## config.mk

```make
export PLATFORM = sky130hd
export DESIGN_NAME = dpwm_ramp_gen_flat
export DESIGN_NICKNAME = d
export VERILOG_FILES = /design/src/rtl/dpwm_ramp_gen_if.sv /design/src/rtl/dpwm_ramp_gen.sv /design/src/flat_wrapper.sv
export SDC_FILE = /design/constraint.sdc
export NUM_CORES = 1
export LEC_CHECK = 0
export CAP_MARGIN = 10
export CORE_ASPECT_RATIO = 0.5
export CORE_MARGIN = 3
export CORE_UTILIZATION = 63
export DETAILED_ROUTE_END_ITERATION = 10
export HOLD_SLACK_MARGIN = 0.1
export PLACE_DENSITY = 0.92
export SYNTH_ARGS = -nofsm -noshare
export SYNTH_HDL_FRONTEND = slang
export SYNTH_SLANG_ARGS = --single-unit
```

## constraint.sdc

```tcl
create_clock -name CLK -period 9 [get_ports CLK]
set_clock_uncertainty 0.2 [all_clocks]
set_input_delay 1.8 -clock CLK [delete_from_list [all_inputs] [get_ports CLK]]
set_output_delay 1.8 -clock CLK [all_outputs]
set_load 0.01 [all_outputs]
```

## src/rtl/dpwm_ramp_gen_if.sv

```systemverilog
// Run-time settings and status bundle of the DPWM ramp generator.
// The master side drives the settings; the generator itself is the slave.
interface dpwm_ramp_gen_if #(
  parameter int WIDTH    = 10,
  parameter int CHANNELS = 2
);
  logic                      enable;
  logic                      load;
  logic                      mode;
  logic [WIDTH-1:0]          step;
  logic [WIDTH-1:0]          period;
  logic [CHANNELS*WIDTH-1:0] duty;
  logic [WIDTH-1:0]          cuenta;
  logic [CHANNELS-1:0]       pwm;
  logic                      period_end;
  logic                      load_pending;
  logic                      load_ack;

  modport master (
    output enable, load, mode, step, period, duty,
    input  cuenta, pwm, period_end, load_pending, load_ack
  );

  modport slave (
    input  enable, load, mode, step, period, duty,
    output cuenta, pwm, period_end, load_pending, load_ack
  );
endinterface

```

## src/rtl/dpwm_ramp_gen.sv

```systemverilog
// Multi-channel DPWM ramp generator: sawtooth/triangle counter with
// double-buffered settings that switch only on a period boundary.
module dpwm_ramp_gen #(
  parameter int WIDTH      = 10,
  parameter int CHANNELS   = 2,
  parameter int DEF_STEP   = 50,
  parameter int DEF_PERIOD = 1000
) (
  input  logic           CLK,
  input  logic           reset,
  dpwm_ramp_gen_if.slave bus
);

  typedef enum logic {
    DIR_UP   = 1'b0,
    DIR_DOWN = 1'b1
  } dir_e;

  typedef struct packed {
    logic                      mode;
    logic [WIDTH-1:0]          step;
    logic [WIDTH-1:0]          period;
    logic [CHANNELS*WIDTH-1:0] duty;
  } cfg_t;

  localparam cfg_t CFG_RESET = '{
    mode:   1'b0,
    step:   WIDTH'(DEF_STEP),
    period: WIDTH'(DEF_PERIOD),
    duty:   '0
  };

  logic [WIDTH-1:0]    cuenta_q, cuenta_d;
  dir_e                dir_q, dir_d;
  logic [CHANNELS-1:0] pwm_q, pwm_d;
  logic                period_end_q, period_end_d;
  logic                load_ack_q, load_ack_d;
  logic                load_pending_q, load_pending_d;
  cfg_t                active_q, active_d;
  cfg_t                pending_q, pending_d;

  cfg_t                cfg_in;
  logic [WIDTH:0]      sum;
  logic [WIDTH-1:0]    up_next;
  logic [WIDTH-1:0]    peak_next;
  logic [WIDTH-1:0]    down_next;
  logic [WIDTH-1:0]    ramp_next;
  logic                boundary;

  assign cfg_in = '{
    mode:   bus.mode,
    step:   bus.step,
    period: bus.period,
    duty:   bus.duty
  };

  // Saturating ramp arithmetic: results clamp to [0, period] instead of wrapping.
  always_comb begin
    sum       = {1'b0, cuenta_q} + {1'b0, active_q.step};
    up_next   = (sum >= {1'b0, active_q.period}) ? active_q.period : sum[WIDTH-1:0];
    peak_next = (active_q.step >= active_q.period) ? '0 : active_q.period - active_q.step;
    down_next = (active_q.step >= cuenta_q) ? '0 : cuenta_q - active_q.step;
  end

  always_comb begin
    cuenta_d       = cuenta_q;
    dir_d          = dir_q;
    pwm_d          = pwm_q;
    period_end_d   = 1'b0;
    load_ack_d     = 1'b0;
    load_pending_d = load_pending_q;
    active_d       = active_q;
    pending_d      = pending_q;
    ramp_next      = cuenta_q;
    boundary       = 1'b0;

    if (bus.enable) begin
      if (!active_q.mode) begin
        if (cuenta_q >= active_q.period) begin
          boundary = 1'b1;
        end else begin
          ramp_next = up_next;
        end
      end else if (dir_q == DIR_UP) begin
        // A peak that already falls back to zero counts as reaching zero.
        if (cuenta_q >= active_q.period) begin
          if (peak_next == '0) begin
            boundary = 1'b1;
          end else begin
            ramp_next = peak_next;
            dir_d     = DIR_DOWN;
          end
        end else begin
          ramp_next = up_next;
        end
      end else begin
        if (down_next == '0) begin
          boundary = 1'b1;
        end else begin
          ramp_next = down_next;
        end
      end

      cuenta_d     = boundary ? '0 : ramp_next;
      period_end_d = boundary;

      if (boundary) begin
        dir_d = DIR_UP;
        if (load_pending_q) begin
          active_d       = pending_q;
          load_ack_d     = 1'b1;
          load_pending_d = 1'b0;
        end
      end

      // Compare against the settings that will be active alongside cuenta_d.
      for (int i = 0; i < CHANNELS; i++) begin
        pwm_d[i] = (cuenta_d < active_d.duty[i*WIDTH +: WIDTH]);
      end
    end

    if (bus.load) begin
      pending_d      = cfg_in;
      load_pending_d = 1'b1;
    end
  end

  always_ff @(posedge CLK or negedge reset) begin
    if (!reset) begin
      cuenta_q       <= '0;
      dir_q          <= DIR_UP;
      pwm_q          <= '0;
      period_end_q   <= 1'b0;
      load_ack_q     <= 1'b0;
      load_pending_q <= 1'b0;
      active_q       <= CFG_RESET;
      pending_q      <= CFG_RESET;
    end else begin
      cuenta_q       <= cuenta_d;
      dir_q          <= dir_d;
      pwm_q          <= pwm_d;
      period_end_q   <= period_end_d;
      load_ack_q     <= load_ack_d;
      load_pending_q <= load_pending_d;
      active_q       <= active_d;
      pending_q      <= pending_d;
    end
  end

  assign bus.cuenta       = cuenta_q;
  assign bus.pwm          = pwm_q;
  assign bus.period_end   = period_end_q;
  assign bus.load_ack     = load_ack_q;
  assign bus.load_pending = load_pending_q;

endmodule

```

## src/flat_wrapper.sv

```systemverilog
// flat-port wrapper written by rule: the top's interface ports become plain ports
module dpwm_ramp_gen_flat 
#(
  parameter int WIDTH      = 10,
  parameter int CHANNELS   = 2,
  parameter int DEF_STEP   = 50,
  parameter int DEF_PERIOD = 1000
)
  (CLK, reset, bus_enable, bus_load, bus_mode, bus_step, bus_period, bus_duty, bus_cuenta, bus_pwm, bus_period_end, bus_load_pending, bus_load_ack);
  dpwm_ramp_gen_if #(.WIDTH(WIDTH), .CHANNELS(CHANNELS)) bus_i ();
  input  logic CLK;
  input  logic reset;
  input wire logic [$bits(bus_i.enable)-1:0] bus_enable;
  input wire logic [$bits(bus_i.load)-1:0] bus_load;
  input wire logic [$bits(bus_i.mode)-1:0] bus_mode;
  input wire logic [$bits(bus_i.step)-1:0] bus_step;
  input wire logic [$bits(bus_i.period)-1:0] bus_period;
  input wire logic [$bits(bus_i.duty)-1:0] bus_duty;
  output wire logic [$bits(bus_i.cuenta)-1:0] bus_cuenta;
  output wire logic [$bits(bus_i.pwm)-1:0] bus_pwm;
  output wire logic [$bits(bus_i.period_end)-1:0] bus_period_end;
  output wire logic [$bits(bus_i.load_pending)-1:0] bus_load_pending;
  output wire logic [$bits(bus_i.load_ack)-1:0] bus_load_ack;
  assign bus_i.enable = bus_enable;
  assign bus_i.load = bus_load;
  assign bus_i.mode = bus_mode;
  assign bus_i.step = bus_step;
  assign bus_i.period = bus_period;
  assign bus_i.duty = bus_duty;
  assign bus_cuenta = bus_i.cuenta;
  assign bus_pwm = bus_i.pwm;
  assign bus_period_end = bus_i.period_end;
  assign bus_load_pending = bus_i.load_pending;
  assign bus_load_ack = bus_i.load_ack;
  dpwm_ramp_gen #(.WIDTH(WIDTH), .CHANNELS(CHANNELS), .DEF_STEP(DEF_STEP), .DEF_PERIOD(DEF_PERIOD)) u_core (.CLK(CLK), .reset(reset), .bus(bus_i));
endmodule
```

==> summary.txt, run 1 <==
Synth
  – Synth warnings: 0
  – Number of synthesized register bits: 98
  – Syn Nets: 744
  – Synth Flop Type: dfrtp_1
  – Post-synth EDFFs: 0
  – Register area share after synthesis: 0.363
  – Mapped Area: 0.00681 mm²
  – Post-Syn Area per Cell: 10.8 µm²
  – Post-synth cell types: 63
  – Cells after Synth: 628
  – Share of synthesized registers carrying an async set or reset: 1.00

Timing
  – Setup Viol. Count Final: 0
  – Minimum clock period: 6540 ps
  – Max Freq: 0.153 GHz
  – Relative slew slack: 0.292
  – Worst-Margin Slew: 1060 ps
  – Endpoints failing hold: 0
  – Final Max Tran Viols: 0
  – Final Cycle Share: 0.727
  – Hold slack: 312 ps
  – Sum Neg Setup Slack: 0 ps
  – RSZ-0062 raised after global routing: no

Clock network
  – Clock Pin Slew Worst Setup and Hold Paths: 70 ps
  – Post-CTS Resized: 0
  – H-tree Lvls: 3
  – Hold Buf Count CTS: 0
  – Setup Fix Bufs, Post-CTS: 0
  – Skew-Pair Late Insertion Delay: 350 ps
  – Max Buffers Root-to-Sink: 2
  – Num CTS Buffers: 9
  – CTS tree: built
  – Root Buffer: clkbuf_16
  – Clock sink count: 98

Place
  – GP Congestion: 1.00
  – Port buffer count: 59
  – Dpl hpwl: 13.7 mm

Global route
  – GRT met1 Usage: 0.444
  – Total Routing Usage GR: 0.314
  – Vias in the first global route: 5,371
  – Met2 usage: 0.502
  – Largest net degree at the start of global routing: 72
  – GR Overflow Total: 0
  – M3 GR Usage: 0.0709
  – Most Crowded Layer GR: met2
  – First-pass GRT wire length: 29.9 mm
  – Initial antenna violation count: 0

Worst hold path
  – Hold path cells: 1
  – HP Class: reg2reg
  – Source of the worst hold timing path: u_core.pending_q[21]
  – Hold endpoint: u_core.pending_q[21]

Routing
  – Drt total wl: 18.5 mm
  – DR vias: 5,245
  – DRC violation count after routing: 0
  – Avg WL per Cell: 22.5 µm
  – Vias per inst: 6.37
  – Iter 0 DRT Violations: 495
  – DRT Pass-1 Iters: 7
  – Antenna-violating nets left: 0

Cells and area
  – Seq. cell area: 0.00247 mm²
  – Commonest non-fill, non-tap cell in the layout: dfrtp_1
  – Nets@finish: 794
  – Fillers: 692
  – Multi-input gate area: 0.00404 mm²
  – Layout area overhead: 14.4%
  – Layout cells sized above 1: 0.198
  – Most frequent cells in the layout: dfrtp_1, ha_1, clkdlybuf4s50_1
  – Antenna Cells: 0

Critical path
  – Critical path's slowest cell: nor4_1
  – Worst setup SP type: register
  – Setup CP Type: reg2reg
  – Critical Path Max Stage Delay: 650 ps
  – Data arrival, critical path: 6570 ps
  – CP bufs+invs: 3
  – Reg2Reg Depth: 23
  – Crit path launch: u_core.active_q[20]
  – CP endpoint kind: register
  – R2R setup slack: 2460 ps
  – Worst r2r src: u_core.active_q[20]
  – Crit path cell chain: inv_1, ha_1, inv_1, fa_1, a211oi_1, o21ai_0, a21oi_1, xnor2_1, nor4_1, a41oi_1, and3b_1, buf_4, mux2i_1, ha_1, a21o_1, a21o_1, a21oi_1, o21ai_0, a2111oi_0, nor3b_1, nand2b_1, o32a_1, o41ai_1
  – Reg-to-Reg End: u_core.bus.pwm[1]
  – Crit path max-delay family: compound AO/OA/AOI/OAI gates
  – Worst EP required: 9030 ps
  – Crit Path Max Fanout: 20

Die
  – Row count: 26
  – Die W: 153 µm
  – Die height: 79.5 µm
  – # IOs: 60
  – Total die area: 0.0122 mm²
  – Initial Utilization: 0.656
  – Core Region: 0.0104 mm²

Job
  – Max-cap check violation count: 0

Run status
  – Status: completed
## sequential cells by signal (all words and copies together), names as in the netlist
signal / cells
u_core.active_q: 41
u_core.pending_q: 41
u_core.bus.cuenta: 10
u_core.bus.pwm: 2
u_core.bus.load_ack: 1
u_core.bus.load_pending: 1
u_core.bus.period_end: 1
u_core.dir_q: 1
## how the worst max path moves through the flow
stage | endpoint | depth (start not counted)
finish | u_core.bus.pwm[1] | 23
global route | u_core.bus.pwm[1] | 27
CTS | u_core.bus.pwm[1] | 27
detailed placement | u_core.bus.pwm[1] | 27
global placement | u_core.bus.pwm[1] | 23
floorplan | u_core.bus.pwm[1] | 28
## metrics by stage
stage	cells	util	worst slack [ps]	instance area (µm²)
finish	823	0.751	2460	7790
global route	823	0.751	2170	7790
CTS	823	0.751	2740	7790
detailed placement	807	0.720	2960	7470
global placement	807	0.720	3120	7470
floorplan	628	-	3460	6810
## kinds of logic (layout without fill, tap and decap cells)
logic type                 after synthesis  count (layout)  share of synthesized area
muxes                                  111             111                      0.200
adders and majority gates               71              71                      0.134
buffers and inverters                   66             121                     0.0430
DFF                                     98              98                      0.363
AOI/OAI and AO/OA                      133             133                      0.132
and+or+nand+nor                        130             130                      0.103
xor gates and xnor gates                19              19                     0.0244
## cell usage after synthesis (4+ instances only)
cell type / instances / area (µm²)
nand2_1: 25 / 93.8
a22oi_1: 6 / 45.0
dfstp_2: 18 / 473
clkbuf_1: 14 / 52.6
xor2_1: 5 / 43.8
nand3b_1: 4 / 30.0
a21oi_1: 35 / 175
mux2_2: 47 / 529
buf_1: 4 / 15.0
o22ai_1: 7 / 43.8
nand2b_1: 18 / 113
nor2_1: 34 / 128
a211oi_1: 5 / 37.5
mux2_4: 39 / 586
o21bai_1: 4 / 30.0
buf_6: 5 / 56.3
ha_1: 68 / 851
xnor2_1: 14 / 123
o21ai_0: 22 / 110
or3_1: 4 / 25.0
mux2i_1: 25 / 250
a21o_1: 10 / 75.1
nor2b_1: 7 / 43.8
a31oi_1: 8 / 50.1
nand4_1: 6 / 37.5
nand3_1: 6 / 30.0
inv_1: 41 / 154
nor3_1: 4 / 20.0
dfrtp_1: 80 / 2000
nor3b_1: 6 / 45.0
a211o_1: 4 / 35.0
## final cells by class
type,count,share of cell area
clock inverters,6,0.0108
clock buffers,10,0.0307
inverters,41,0.0198
repair buffers,64,0.0797
well taps,140,0.0225
multi-input cells,464,0.519
flip-flops and latches,98,0.318
## metal layers
metal | share of wire | wire length (µm) | up-vias
met5 | 0 | 0 | -
met1 | 0.46 | 8510 | 2593
met3 | 0.073 | 1350 | 30
li1 | - | - | 2395
met2 | 0.45 | 8390 | 227
met4 | 0.014 | 268 | 0
Power of run 1 is not shown: default switching activity piles up to over one toggle a cycle in this logic, so the estimate is an artifact.
==> run 2: changes to the inputs <==
CORE_UTILIZATION = 59   (was 63)
PLACE_DENSITY = 0.87   (was 0.92)
clock period = 6.45 ns   (was 9 ns; I/O delays follow)
==> summary.txt, run 2 (synthesis results as in run 1) <==
Critical path
  – Worst setup SP type: register
  – Worst EP required: 6470 ps
  – Crit Path Max Fanout: 10
  – Data arrival, critical path: 6100 ps
  – Setup CP Type: reg2reg
  – CP endpoint kind: register

Clock network
  – H-tree Lvls: 3
  – Root Buffer: clkbuf_16
  – Clock Pin Slew Worst Setup and Hold Paths: 80 ps
  – CTS tree: built
  – Skew-Pair Late Insertion Delay: 350 ps
  – Max Buffers Root-to-Sink: 2
  – Setup Fix Bufs, Post-CTS: 0
  – Num CTS Buffers: 9
  – Clock sink count: 98

Cells and area
  – Most frequent cells in the layout: dfrtp_1, ha_1, clkdlybuf4s50_1
  – Fillers: 812
  – Antenna Cells: 0
  – Commonest non-fill, non-tap cell in the layout: dfrtp_1
  – Post-layout util: 0.703
  – Layout cells sized above 1: 0.207
  – Design Area, Final: 0.00781 mm²
  – Nets@finish: 798
  – Layout area overhead: 14.7%

Place
  – Dpl hpwl: 13.2 mm
  – Port buffer count: 59
  – GP Congestion: 1.08
  – Cell Area, Placed: 0.00750 mm²

Global route
  – M3 GR Usage: 0.0779
  – First-pass GRT wire length: 26.7 mm
  – Total Routing Usage GR: 0.271
  – Initial antenna violation count: 0
  – Largest net degree at the start of global routing: 63
  – GRT met1 Usage: 0.378
  – GR Overflow Total: 0
  – Most Crowded Layer GR: met2
  – Vias in the first global route: 4,963
  – Met2 usage: 0.423

Timing
  – Hold slack: 300 ps
  – RSZ-0062 raised after global routing: no
  – Setup Viol. Count Final: 0
  – Worst-Margin Slew: 1040 ps
  – Final Cycle Share: 0.942
  – Endpoints failing hold: 0
  – Final Max Tran Viols: 0
  – Max Freq: 0.165 GHz
  – Sum Neg Setup Slack: 0 ps
  – Minimum clock period: 6080 ps
  – Relative slew slack: 0.309

Routing
  – Avg WL per Cell: 20.6 µm
  – Antenna-violating nets left: 0
  – Vias per inst: 6.11
  – DRC violation count after routing: 0
  – Iter 0 DRT Violations: 424
  – Drt total wl: 17.1 mm
  – DRT Pass-1 Iters: 5
  – DR vias: 5,077

Die
  – Row count: 27
  – Initial Utilization: 0.613
  – Core Region: 0.0111 mm²
  – Total die area: 0.0129 mm²
  – Die height: 82.0 µm
  – # IOs: 60
  – Die W: 158 µm

Worst hold path
  – HP Class: reg2reg

Job
  – Max-cap check violation count: 0

Run status
  – Status: completed
run 2: cell type report:
cell class              count  area [µm²]  share of cell area
multi-input cells         464        4060               0.520
repair buffers             68         651              0.0833
well taps                 145         181              0.0232
inverters                  41         154              0.0197
clock buffers               9         225              0.0288
flip-flops and latches     98        2470               0.317
clock inverters             6        61.3             0.00785
run 2: path summary, 6_finish.rpt:
path | startpoint | to | slack, ps | cells after the start
worst min-delay path | u_core.pending_q[21] | u_core.active_q[21] | 300 | 1
worst max register to register | u_core.active_q[31] | u_core.bus.pwm[1] | 370 | 24
worst max-delay path | u_core.active_q[31] | u_core.bus.pwm[1] | 370 | 24
min in group asynchronous | reset | u_core.active_q[24] | 700 | 1
worst min register to register | u_core.pending_q[21] | u_core.active_q[21] | 300 | 1
max in group asynchronous | reset | u_core.bus.load_pending | 4210 | 2
run 2: timing repair:
action,CTS,global route
endpoints found under the setup margin,0,2
hold endpoints to repair,0,0
hold buffers,0,0
gates resized for setup,0,6
run 2: worst max-delay path, cell delays in order (launching register included):
cell       delay, ps
dfstp_2          570
inv_1            130
ha_1             330
nand2b_1         150
a21oi_1          180
o21bai_1          90
a21oi_1          280
o41a_1           240
nor4_1            60
a211o_1          300
ha_1             180
nor2_1            90
o21ai_0          130
nor4b_2          290
o21ai_2          240
mux2i_1          170
o22ai_1          530
ha_1             380
a21oi_1          120
o21ai_0          160
a2111oi_2        430
nor3b_1          150
nand2b_1         160
o32a_1           290
o41ai_1           80
run 2: per-layer routing:
metal  wire length, µm  vias up
met5                 0        -
met4               309        0
met3              1550       36
met2              7500      185
met1              7770     2460
li1                  -     2396
run 2: stage by stage:
step / worst slack, ps / instances
2_1_floorplan: 906 / 628
3_3_place_gp: 498 / 816
3_5_place_dp: 114 / 816
4_1_cts: 80.8 / 831
5_1_grt: 1.95 / 831
6_report: 372 / 831
Power of run 2 is left out for the same reason.
